File: src/rtl/hazard_ctrl.sv
// hazard_ctrl
// Hazard detection and forwarding control for a five-stage MIPS-subset
// pipeline.  It decodes the instruction in D, keeps a small shadow copy of
// the register fields and result timing of the instructions in E, M and W,
// and from those produces the stall request and the operand-source selects
// for the D, E and M stage bypass muxes.  The whole decision is
// combinational; only the shadow registers and the stall counter are state.
//
// Ports
//   clk        in   single clock, rising edge
//   rst        in   asynchronous active-high reset
//   instr_d    in   [31:0] instruction currently in decode
//   stall      out  freeze PC and IF/ID, inject a bubble into ID/EX
//   fwd_rs_d   out  [1:0] D-stage rs source: 0 regfile, 1 E, 2 M, 3 W
//   fwd_rt_d   out  [1:0] D-stage rt source: 0 regfile, 1 E, 2 M, 3 W
//   fwd_rs_e   out  [1:0] E-stage rs source: 0 pipe reg, 1 M, 2 W
//   fwd_rt_e   out  [1:0] E-stage rt source: 0 pipe reg, 1 M, 2 W
//   fwd_rt_m   out  M-stage store data source: 0 pipe reg, 1 W
//   stall_cnt  out  [CNT_W-1:0] saturating count of stalled cycles
module hazard_ctrl #(
  parameter int CNT_W = 16
) (
  input  logic             clk,
  input  logic             rst,
  input  logic [31:0]      instr_d,
  output logic             stall,
  output logic [1:0]       fwd_rs_d,
  output logic [1:0]       fwd_rt_d,
  output logic [1:0]       fwd_rs_e,
  output logic [1:0]       fwd_rt_e,
  output logic             fwd_rt_m,
  output logic [CNT_W-1:0] stall_cnt
);

  localparam logic [5:0] OP_RTYPE = 6'h00;
  localparam logic [5:0] OP_J     = 6'h02;
  localparam logic [5:0] OP_JAL   = 6'h03;
  localparam logic [5:0] OP_BEQ   = 6'h04;
  localparam logic [5:0] OP_ADDI  = 6'h08;
  localparam logic [5:0] OP_ADDIU = 6'h09;
  localparam logic [5:0] OP_ANDI  = 6'h0c;
  localparam logic [5:0] OP_ORI   = 6'h0d;
  localparam logic [5:0] OP_LUI   = 6'h0f;
  localparam logic [5:0] OP_LW    = 6'h23;
  localparam logic [5:0] OP_SW    = 6'h2b;

  localparam logic [5:0] FN_SLL   = 6'h00;
  localparam logic [5:0] FN_JR    = 6'h08;
  localparam logic [5:0] FN_ADDU  = 6'h21;
  localparam logic [5:0] FN_SUBU  = 6'h23;
  localparam logic [5:0] FN_XOR   = 6'h26;
  localparam logic [5:0] FN_SLT   = 6'h2a;

  // ------------------------------------------------------------------
  // D-stage decode
  // ------------------------------------------------------------------
  logic [5:0] op_d;
  logic [5:0] funct_d;
  logic [4:0] rs_d;
  logic [4:0] rt_d;
  logic [4:0] rd_d;

  assign op_d    = instr_d[31:26];
  assign rs_d    = instr_d[25:21];
  assign rt_d    = instr_d[20:16];
  assign rd_d    = instr_d[15:11];
  assign funct_d = instr_d[5:0];

  // shamt/immediate middle bits never affect hazard decisions
  logic unused_bits;
  assign unused_bits = ^instr_d[10:6];

  logic is_cal_r;
  logic is_cal_i;
  logic is_ld;
  logic is_st;
  logic is_btype;
  logic is_jr;
  logic is_jal;
  logic is_j;

  always_comb begin
    is_cal_r = 1'b0;
    is_jr    = 1'b0;
    if (op_d == OP_RTYPE) begin
      case (funct_d)
        FN_ADDU, FN_SUBU, FN_SLT, FN_SLL, FN_XOR: is_cal_r = 1'b1;
        FN_JR:                                    is_jr    = 1'b1;
        default: ;
      endcase
    end
    is_cal_i = (op_d == OP_ORI) || (op_d == OP_ADDI) || (op_d == OP_ADDIU) ||
               (op_d == OP_LUI) || (op_d == OP_ANDI);
    is_ld    = (op_d == OP_LW);
    is_st    = (op_d == OP_SW);
    is_btype = (op_d == OP_BEQ);
    is_jal   = (op_d == OP_JAL);
    is_j     = (op_d == OP_J);
  end

  // Destination, result latency and operand need time of the D instruction.
  // j is decoded only so that it is explicitly a no-op for hazards.
  logic [4:0] dst_d;
  logic [1:0] tnew_d;
  logic       use_rs;
  logic [1:0] tuse_rs;
  logic       use_rt;
  logic [1:0] tuse_rt;

  always_comb begin
    dst_d   = 5'd0;
    tnew_d  = 2'd0;
    use_rs  = 1'b0;
    tuse_rs = 2'd0;
    use_rt  = 1'b0;
    tuse_rt = 2'd0;

    if (is_cal_r) begin
      dst_d   = rd_d;
      tnew_d  = 2'd1;
      use_rs  = 1'b1;
      tuse_rs = 2'd1;
      use_rt  = 1'b1;
      tuse_rt = 2'd1;
    end else if (is_cal_i) begin
      dst_d   = rt_d;
      tnew_d  = 2'd1;
      use_rs  = 1'b1;
      tuse_rs = 2'd1;
    end else if (is_ld) begin
      dst_d   = rt_d;
      tnew_d  = 2'd2;
      use_rs  = 1'b1;
      tuse_rs = 2'd1;
    end else if (is_st) begin
      use_rs  = 1'b1;
      tuse_rs = 2'd1;
      use_rt  = 1'b1;
      tuse_rt = 2'd2;
    end else if (is_btype) begin
      use_rs  = 1'b1;
      tuse_rs = 2'd0;
      use_rt  = 1'b1;
      tuse_rt = 2'd0;
    end else if (is_jr) begin
      use_rs  = 1'b1;
      tuse_rs = 2'd0;
    end else if (is_jal) begin
      dst_d   = 5'd31;
      tnew_d  = 2'd0;
    end else if (is_j) begin
      dst_d   = 5'd0;
    end
  end

  // ------------------------------------------------------------------
  // Shadow pipeline of register fields and remaining result latency
  // ------------------------------------------------------------------
  logic [4:0] e_rs;
  logic [4:0] e_rt;
  logic [4:0] e_dst;
  logic [1:0] e_tnew;
  logic [4:0] m_rt;
  logic [4:0] m_dst;
  logic [1:0] m_tnew;
  logic [4:0] w_dst;

  always_ff @(posedge clk or posedge rst) begin
    if (rst) begin
      e_rs   <= 5'd0;
      e_rt   <= 5'd0;
      e_dst  <= 5'd0;
      e_tnew <= 2'd0;
      m_rt   <= 5'd0;
      m_dst  <= 5'd0;
      m_tnew <= 2'd0;
      w_dst  <= 5'd0;
    end else begin
      if (stall) begin
        e_rs   <= 5'd0;
        e_rt   <= 5'd0;
        e_dst  <= 5'd0;
        e_tnew <= 2'd0;
      end else begin
        e_rs   <= rs_d;
        e_rt   <= rt_d;
        e_dst  <= dst_d;
        e_tnew <= tnew_d;
      end
      m_rt   <= e_rt;
      m_dst  <= e_dst;
      m_tnew <= (e_tnew != 2'd0) ? (e_tnew - 2'd1) : 2'd0;
      w_dst  <= m_dst;
    end
  end

  // Register 0 is hardwired, so it never creates a dependency.
  function automatic logic reg_match(input logic [4:0] a, input logic [4:0] b);
    return (a != 5'd0) && (a == b);
  endfunction

  // ------------------------------------------------------------------
  // Stall: a used source whose producer cannot deliver in time
  // ------------------------------------------------------------------
  logic stall_rs;
  logic stall_rt;

  always_comb begin
    stall_rs = use_rs &&
               ((reg_match(rs_d, e_dst) && (e_tnew > tuse_rs)) ||
                (reg_match(rs_d, m_dst) && (m_tnew > tuse_rs)));
    stall_rt = use_rt &&
               ((reg_match(rt_d, e_dst) && (e_tnew > tuse_rt)) ||
                (reg_match(rt_d, m_dst) && (m_tnew > tuse_rt)));
    stall    = stall_rs || stall_rt;
  end

  // ------------------------------------------------------------------
  // Forward selects (independent of stall; the datapath ignores them
  // while the pipeline is frozen)
  // ------------------------------------------------------------------
  function automatic logic [1:0] sel_d(input logic [4:0] src);
    if (reg_match(src, e_dst) && (e_tnew == 2'd0))
      return 2'd1;
    else if (reg_match(src, m_dst) && (m_tnew == 2'd0))
      return 2'd2;
    else if (reg_match(src, w_dst))
      return 2'd3;
    else
      return 2'd0;
  endfunction

  function automatic logic [1:0] sel_e(input logic [4:0] src);
    if (reg_match(src, m_dst) && (m_tnew == 2'd0))
      return 2'd1;
    else if (reg_match(src, w_dst))
      return 2'd2;
    else
      return 2'd0;
  endfunction

  always_comb begin
    fwd_rs_d = sel_d(rs_d);
    fwd_rt_d = sel_d(rt_d);
    fwd_rs_e = sel_e(e_rs);
    fwd_rt_e = sel_e(e_rt);
    fwd_rt_m = reg_match(m_rt, w_dst);
  end

  // ------------------------------------------------------------------
  // Saturating stall statistics
  // ------------------------------------------------------------------
  always_ff @(posedge clk or posedge rst) begin
    if (rst)
      stall_cnt <= '0;
    else if (stall && (stall_cnt != '1))
      stall_cnt <= stall_cnt + CNT_W'(1);
  end

endmodule
File: config.mk
export PLATFORM = sky130hd
export DESIGN_NAME = hazard_ctrl
export DESIGN_NICKNAME = d
export VERILOG_FILES = /design/src/rtl/hazard_ctrl.sv
export SDC_FILE = /design/constraint.sdc
export NUM_CORES = 1
export LEC_CHECK = 0
export ABC_AREA = 0
export BUFFER_PORTS_ARGS = -buffer_cell sky130_fd_sc_hd__buf_2
export CORE_MARGIN = 10
export CORE_UTILIZATION = 60
export DETAILED_ROUTE_END_ITERATION = 10
export GPL_TIMING_DRIVEN = 0
export PLACE_DENSITY_LB_ADDON = 0.15
export SLEW_MARGIN = 10
export SYNTH_ARGS = -nofsm -noshare
export SYNTH_HDL_FRONTEND = slang
export SYNTH_SLANG_ARGS = --single-unit
File: constraint.sdc
create_clock -name clk -period 7.25 [get_ports clk]
set_input_delay 0.725 -clock clk [delete_from_list [all_inputs] [get_ports clk]]
set_output_delay 0.725 -clock clk [all_outputs]
set_load 0.01 [all_outputs]
# Word-level counts from Yosys, hierarchy flattened
# Cells that the tools add are included.
op_classes:
  add_sub_neg: 2
  magnitude_cmp: 4
  n_eq_ne: 26
  mux: 48
  reduce_logical: 42
op_table:
  columns: ["cell", "count"]
  rows:
  - ["$eq A5 B5 Y1", 11]
  - ["$mux W5", 10]
  - ["$mux W2", 19]
  - ["$eq A6 B4 Y1 const B", 6]
  - ["$eq A6 B6 Y1 const B", 6]
  - ["$reduce_bool A5 Y1", 5]
  - ["$logic_and A1 B1 Y1", 24]
  - ["$mux W1", 19]
  - ["$add A16 B1 Y16 const B", 1]
  - ["$ne A16 B16 Y1 const B", 1]
  - ["$logic_not A6 Y1", 2]
  - ["$gt A2 B2 Y1", 4]
  - ["$logic_or A1 B1 Y1", 7]
  - ["$eq A6 B2 Y1 const B", 1]
  - ["$eq A6 B3 Y1 const B", 1]
  - ["$reduce_or A5 Y1", 1]
  - ["$logic_not A2 Y1", 2]
  - ["$reduce_bool A2 Y1", 1]
  - ["$sub A2 B1 Y2 const B", 1]
word_totals:
  register_bits: 50
  input_bits: 34
  output_inout_bits: 26
  word_cells: 131

# Logic depth before layout (Yosys ltp)
depth:
  ltp_word: 13
  mapped_depth: 17

# Worst setup path before layout
# No wires, ideal clock.
synth_timing:
  path_kind: "input port to output port"
  startpoint: "input port instr_d[29]"
  endpoint: "output port stall"
  arrival_ns: 3.104
  path_slack_ns: 3.421
  stages: 12
  n_path_buf: 4
  path_cell_list: "clkbuf_1 -> or3_1 -> a211oi_2 -> o31a_2 -> buf_6 -> ha_1 -> a2111oi_0 -> o22ai_2 -> and2_4 -> buf_6 -> inv_2 -> buf_4"
synth_between:
  elab_chain_cells: 12
  elab_cells_between_ends: 47
synth_rtl:
  columns: ["item", "line_no", "rtl"]
  rows:
  - ["start: declaration", "25", "input logic [31:0] instr_d,"]
  - ["$eq A6 B4 Y1", "92", "is_cal_i = (op_d == OP_ORI) || (op_d == OP_ADDI) || (op_d == OP_ADDIU) ||"]
  - ["$logic_or A1 B1 Y1 (3 in a row)", "92", null]
  - ["$logic_or A1 B1 Y1", "93", "(op_d == OP_LUI) || (op_d == OP_ANDI);"]
  - ["$mux W1 or $mux W2 (tied branches)", "125", "end else if (is_cal_i) begin"]
  - ["$mux W1 or $mux W2 (tied branches)", "118", "if (is_cal_r) begin"]
  - ["$gt A2 B2 Y1 (on tied branches)", null, null]
  - ["$logic_and A1 B1 Y1 (on tied branches)", null, null]
  - ["$logic_or A1 B1 Y1 (on tied branches)", "210, 213", null]
  - ["$logic_and A1 B1 Y1 (on tied branches)", "209, 212", null]
  - ["$logic_or A1 B1 Y1 *", "215", "stall = stall_rs || stall_rt;"]
  - ["end: declaration", "26", "output logic stall,"]
# Mark *: on every way between the ends. The rest lies on a longest branch, timed or not.

# Worst setup path after layout
layout_timing:
  startpoint: "input port instr_d[26]"
  endpoint: "output port stall"
# The elaborated chain is that of the path after synthesis.

==> Flow_metrics.wiki <==
{| class="wikitable"
! Metric !! Value
|-
| Critical-path cell with the highest stage delay || or4_1
|-
| GPL Wtd Cong || 0.872
|-
| Syn nets || 356
|-
| Launching element type of the critical path || primary input
|-
| Outcome || complete, no violations
|-
| Power per cell area || 168 mW/mm2
|-
| Max Cap Violations || 0
|-
| Number of core rows || 25
|-
| First-pass DRT Iterations || 5
|-
| Final HPWL DP || 5.55 mm
|-
| Clock slew at the register clock pins of the worst setup and hold paths || 0.09 ns
|-
| Cell area after synthesis || 0.00302 mm2
|-
| DRC marker count from the first detailed-route iteration || 121
|-
| Most frequent standard cell in the layout excluding fill and tap cells || dfrtp_1
|-
| Yosys Warn Count || 0
|-
| Grt met2 use || 29.7%
|-
| Via count || 2491
|-
| Fill count || 361
|-
| Buffer count from post-CTS setup fixing || 0
|-
| Proportion of synthesized chip area in sequential cells || 41.4%
|-
| Endpoints failing hold || 0
|-
| Met3 routing resource usage after global routing || 4.20%
|-
| Max rail drop VDD || 0.134 mV
|-
| Slowest Stage Delay on Critical Path || 0.54 ns
|-
| Fraction of layout cells with a size suffix above 1 || 18.6%
|-
| Port bufs || 47
|-
| Count of unique library cells instantiated by Yosys || 44
|-
| Starting Density || 63.1%
|-
| TritonCTS clock tree || done
|-
| Critical path data required time || 6.52 ns
|-
| Sum of negative setup slack || 0 ns
|-
| Final worst-path cycle share || 59.6%
|-
| Reg area || 0.00125 mm2
|-
| Smallest hold slack || 0.365 ns
|-
| CTS root buffer || clkbuf_8
|-
| Num Clock Sinks || 50
|-
| Antenna violations before repair || 0
|-
| Synth Flop Type || dfrtp_1
|-
| Critical Path AT || 3.60 ns
|-
| Num ports || 60
|-
| Final number of max-transition violations || 0
|-
| Worst path top cell family by delay || compound AO/OA/AOI/OAI gates
|-
| Final wirelength || 7.32 mm
|-
| Synthesis-to-finish area growth || 15.1%
|-
| Crit path time final || 4.32 ns
|-
| Number of synthesized register bits || 50
|-
| Post_cts resized || 0
|-
| Post-synth EDFFs || 0
|-
| Critical path type || in -> out
|-
| Layout net count || 411
|-
| Global route total overflow || 0
|-
| Crit. End Element || primary output
|-
| Overall routing resource usage || 17.8%
|-
| TritonCTS Buffers || 5
|-
| First-pass GRT wire length || 12.2 mm
|-
| Residual antenna-violating net count after detailed routing || 0
|-
| Number of antenna cells inserted || 0
|-
| Setup slack, reg-to-reg || 4.70 ns
|-
| Via density || 5.69
|-
| Die area || 0.00827 mm2
|-
| Worst max-slew margin expressed relative to the limit || 36.4%
|-
| Kind of path behind the tightest hold check || in -> async
|-
| Post-Synthesis Cells || 315
|-
| Die boundary width || 90.9 um
|-
| Height of the chip || 90.9 um
|-
| Mean instance size in the synthesized netlist || 9.58 um2
|-
| Per-cell routed wire length || 16.7 um
|-
| Commonest non-fill, non-tap cells in the layout || 50 x dfrtp_1, 47 x buf_2, 40 x xnor2_1
|-
| Actual transition at the worst max-transition pin || 0.946 ns
|-
| Critical path buffer and inverter count || 6
|-
| CP Cell Sequence || buf_2, or4_1, a211oi_2, o31a_2, buf_6, ha_1, a2111oi_0, o22ai_2, and2_4, buf_6, inv_2, buf_4, buf_2
|-
| Clk Latency, worst-skew pair || 0.31 ns
|-
| Pin count of the biggest net entering global routing || 36
|-
| Final Setup Violations || 0
|-
| CTS H-tree lvls || 2
|-
| Max clock buf depth || 2
|-
| Gr busiest metal || met2
|-
| RSZ-0062 raised after global routing || no
|-
| Leakage dissipation || 0.00160 uW
|-
| Met1 global-route usage || 21.9%
|-
| Achievable clock frequency || 0.231 GHz
|-
| Core ar. || 0.00479 mm2
|-
| Power after layout || 585 uW
|-
| Async SR Flop Fraction || 100%
|-
| Vias in the first global route || 2535
|-
| Number of DRC violations after detailed routing || 0
|-
| CP Max Fanout || 10
|-
| Area used by multi-input combinational logic || 0.00164 mm2
|-
| Clk_skew || 0.00704 ns
|-
| Hold buffer count at cts || 0
|}
sequential cells by signal (all words and copies together) (netlist names):
register   flops
e_dst          5
e_rs           5
e_rt           5
e_tnew         2
m_dst          5
m_rt           5
m_tnew         2
stall_cnt     16
w_dst          5
metrics by stage:
step | cell area, um2 | worst slack (ns) | utilization [%] | std cells
after floorplan | 3020 | 3.42 | - | 315
after global placement | 3340 | 2.92 | 69.8 | 429
after detailed placement | 3360 | 2.89 | 70.2 | 430
after CTS | 3470 | 2.89 | 72.6 | 438
after global routing | 3470 | 2.73 | 72.6 | 438
final | 3470 | 2.93 | 72.6 | 438
cells by family after synthesis:
family,Yosys count,share of synthesized area (%)
simple gates,119,22.3
flops,50,41.4
buf+inv,29,4.23
compound gates,42,9.20
xor+xnor,66,19.1
mux,2,0.746
fa+ha+maj,7,2.90
worst reg2reg max path, stage by stage (launching register included):
cell	delay (ns)
dfrtp_1	0.35
clkbuf_1	0.32
xnor2_1	0.17
nand3_1	0.14
a2111oi_0	0.45
o22ai_2	0.16
and2_4	0.19
buf_6	0.14
inv_2	0.10
buf_4	0.18
nand3_1	0.11
xnor2_1	0.15
Yosys cell counts, types with 4 or more instances:
| master | count | share of area [%] |
|---|---|---|
| inv_1 | 8 | 0.99 |
| nor2_1 | 18 | 2.2 |
| clkbuf_1 | 17 | 2.1 |
| o21ai_0 | 9 | 1.5 |
| nor3_1 | 9 | 1.5 |
| nor4_1 | 12 | 2.5 |
| a21oi_1 | 14 | 2.3 |
| xnor2_1 | 40 | 12 |
| nand2_1 | 15 | 1.9 |
| dfrtp_1 | 50 | 41 |
| or4_1 | 7 | 1.7 |
| xor2_1 | 26 | 7.5 |
| nand3_1 | 15 | 2.5 |
| o211ai_1 | 5 | 1.2 |
| and3_1 | 14 | 2.9 |
| ha_1 | 7 | 2.9 |
| nand4_1 | 7 | 1.5 |
| nand2b_1 | 4 | 0.83 |
power breakdown:
group,total [uW],internal (uW),switching (uW)
sequential,299,288,10.4
clock,201,105,96.7
combinational,84.6,37.4,47.3
total,585,430,154
worst paths after layout:
path / end / depth (start not counted) / from
worst max-delay path: stall / 13 / instr_d[26]
worst min-delay path: m_rt[0] / 2 / rst
worst max register to register: stall_cnt[5] / 11 / m_dst[1]
worst min register to register: w_dst[1] / 0 / m_dst[1]
max in group asynchronous: e_tnew[1] / 3 / rst
min in group clk: w_dst[1] / 0 / m_dst[1]
routing by layer:
layer | wire (um) | vias up
li1 | - | 1216
met1 | 3310 | 1198
met2 | 3520 | 64
met3 | 332 | 13
met4 | 148 | 0
met5 | 0 | -
area by class of cell:
| type | instances | area share, % |
|---|---|---|
| Clock buffer | 5 | 1.98 |
| Timing Repair Buffer | 48 | 7.35 |
| Inverter | 9 | 0.972 |
| Sequential cell | 50 | 36.0 |
| Multi-Input combinational cell | 236 | 47.2 |
| Tap cell | 67 | 2.41 |
| Buffer | 20 | 2.70 |
| Clock inverter | 3 | 1.37 |
(Power assumes the default switching activity.)
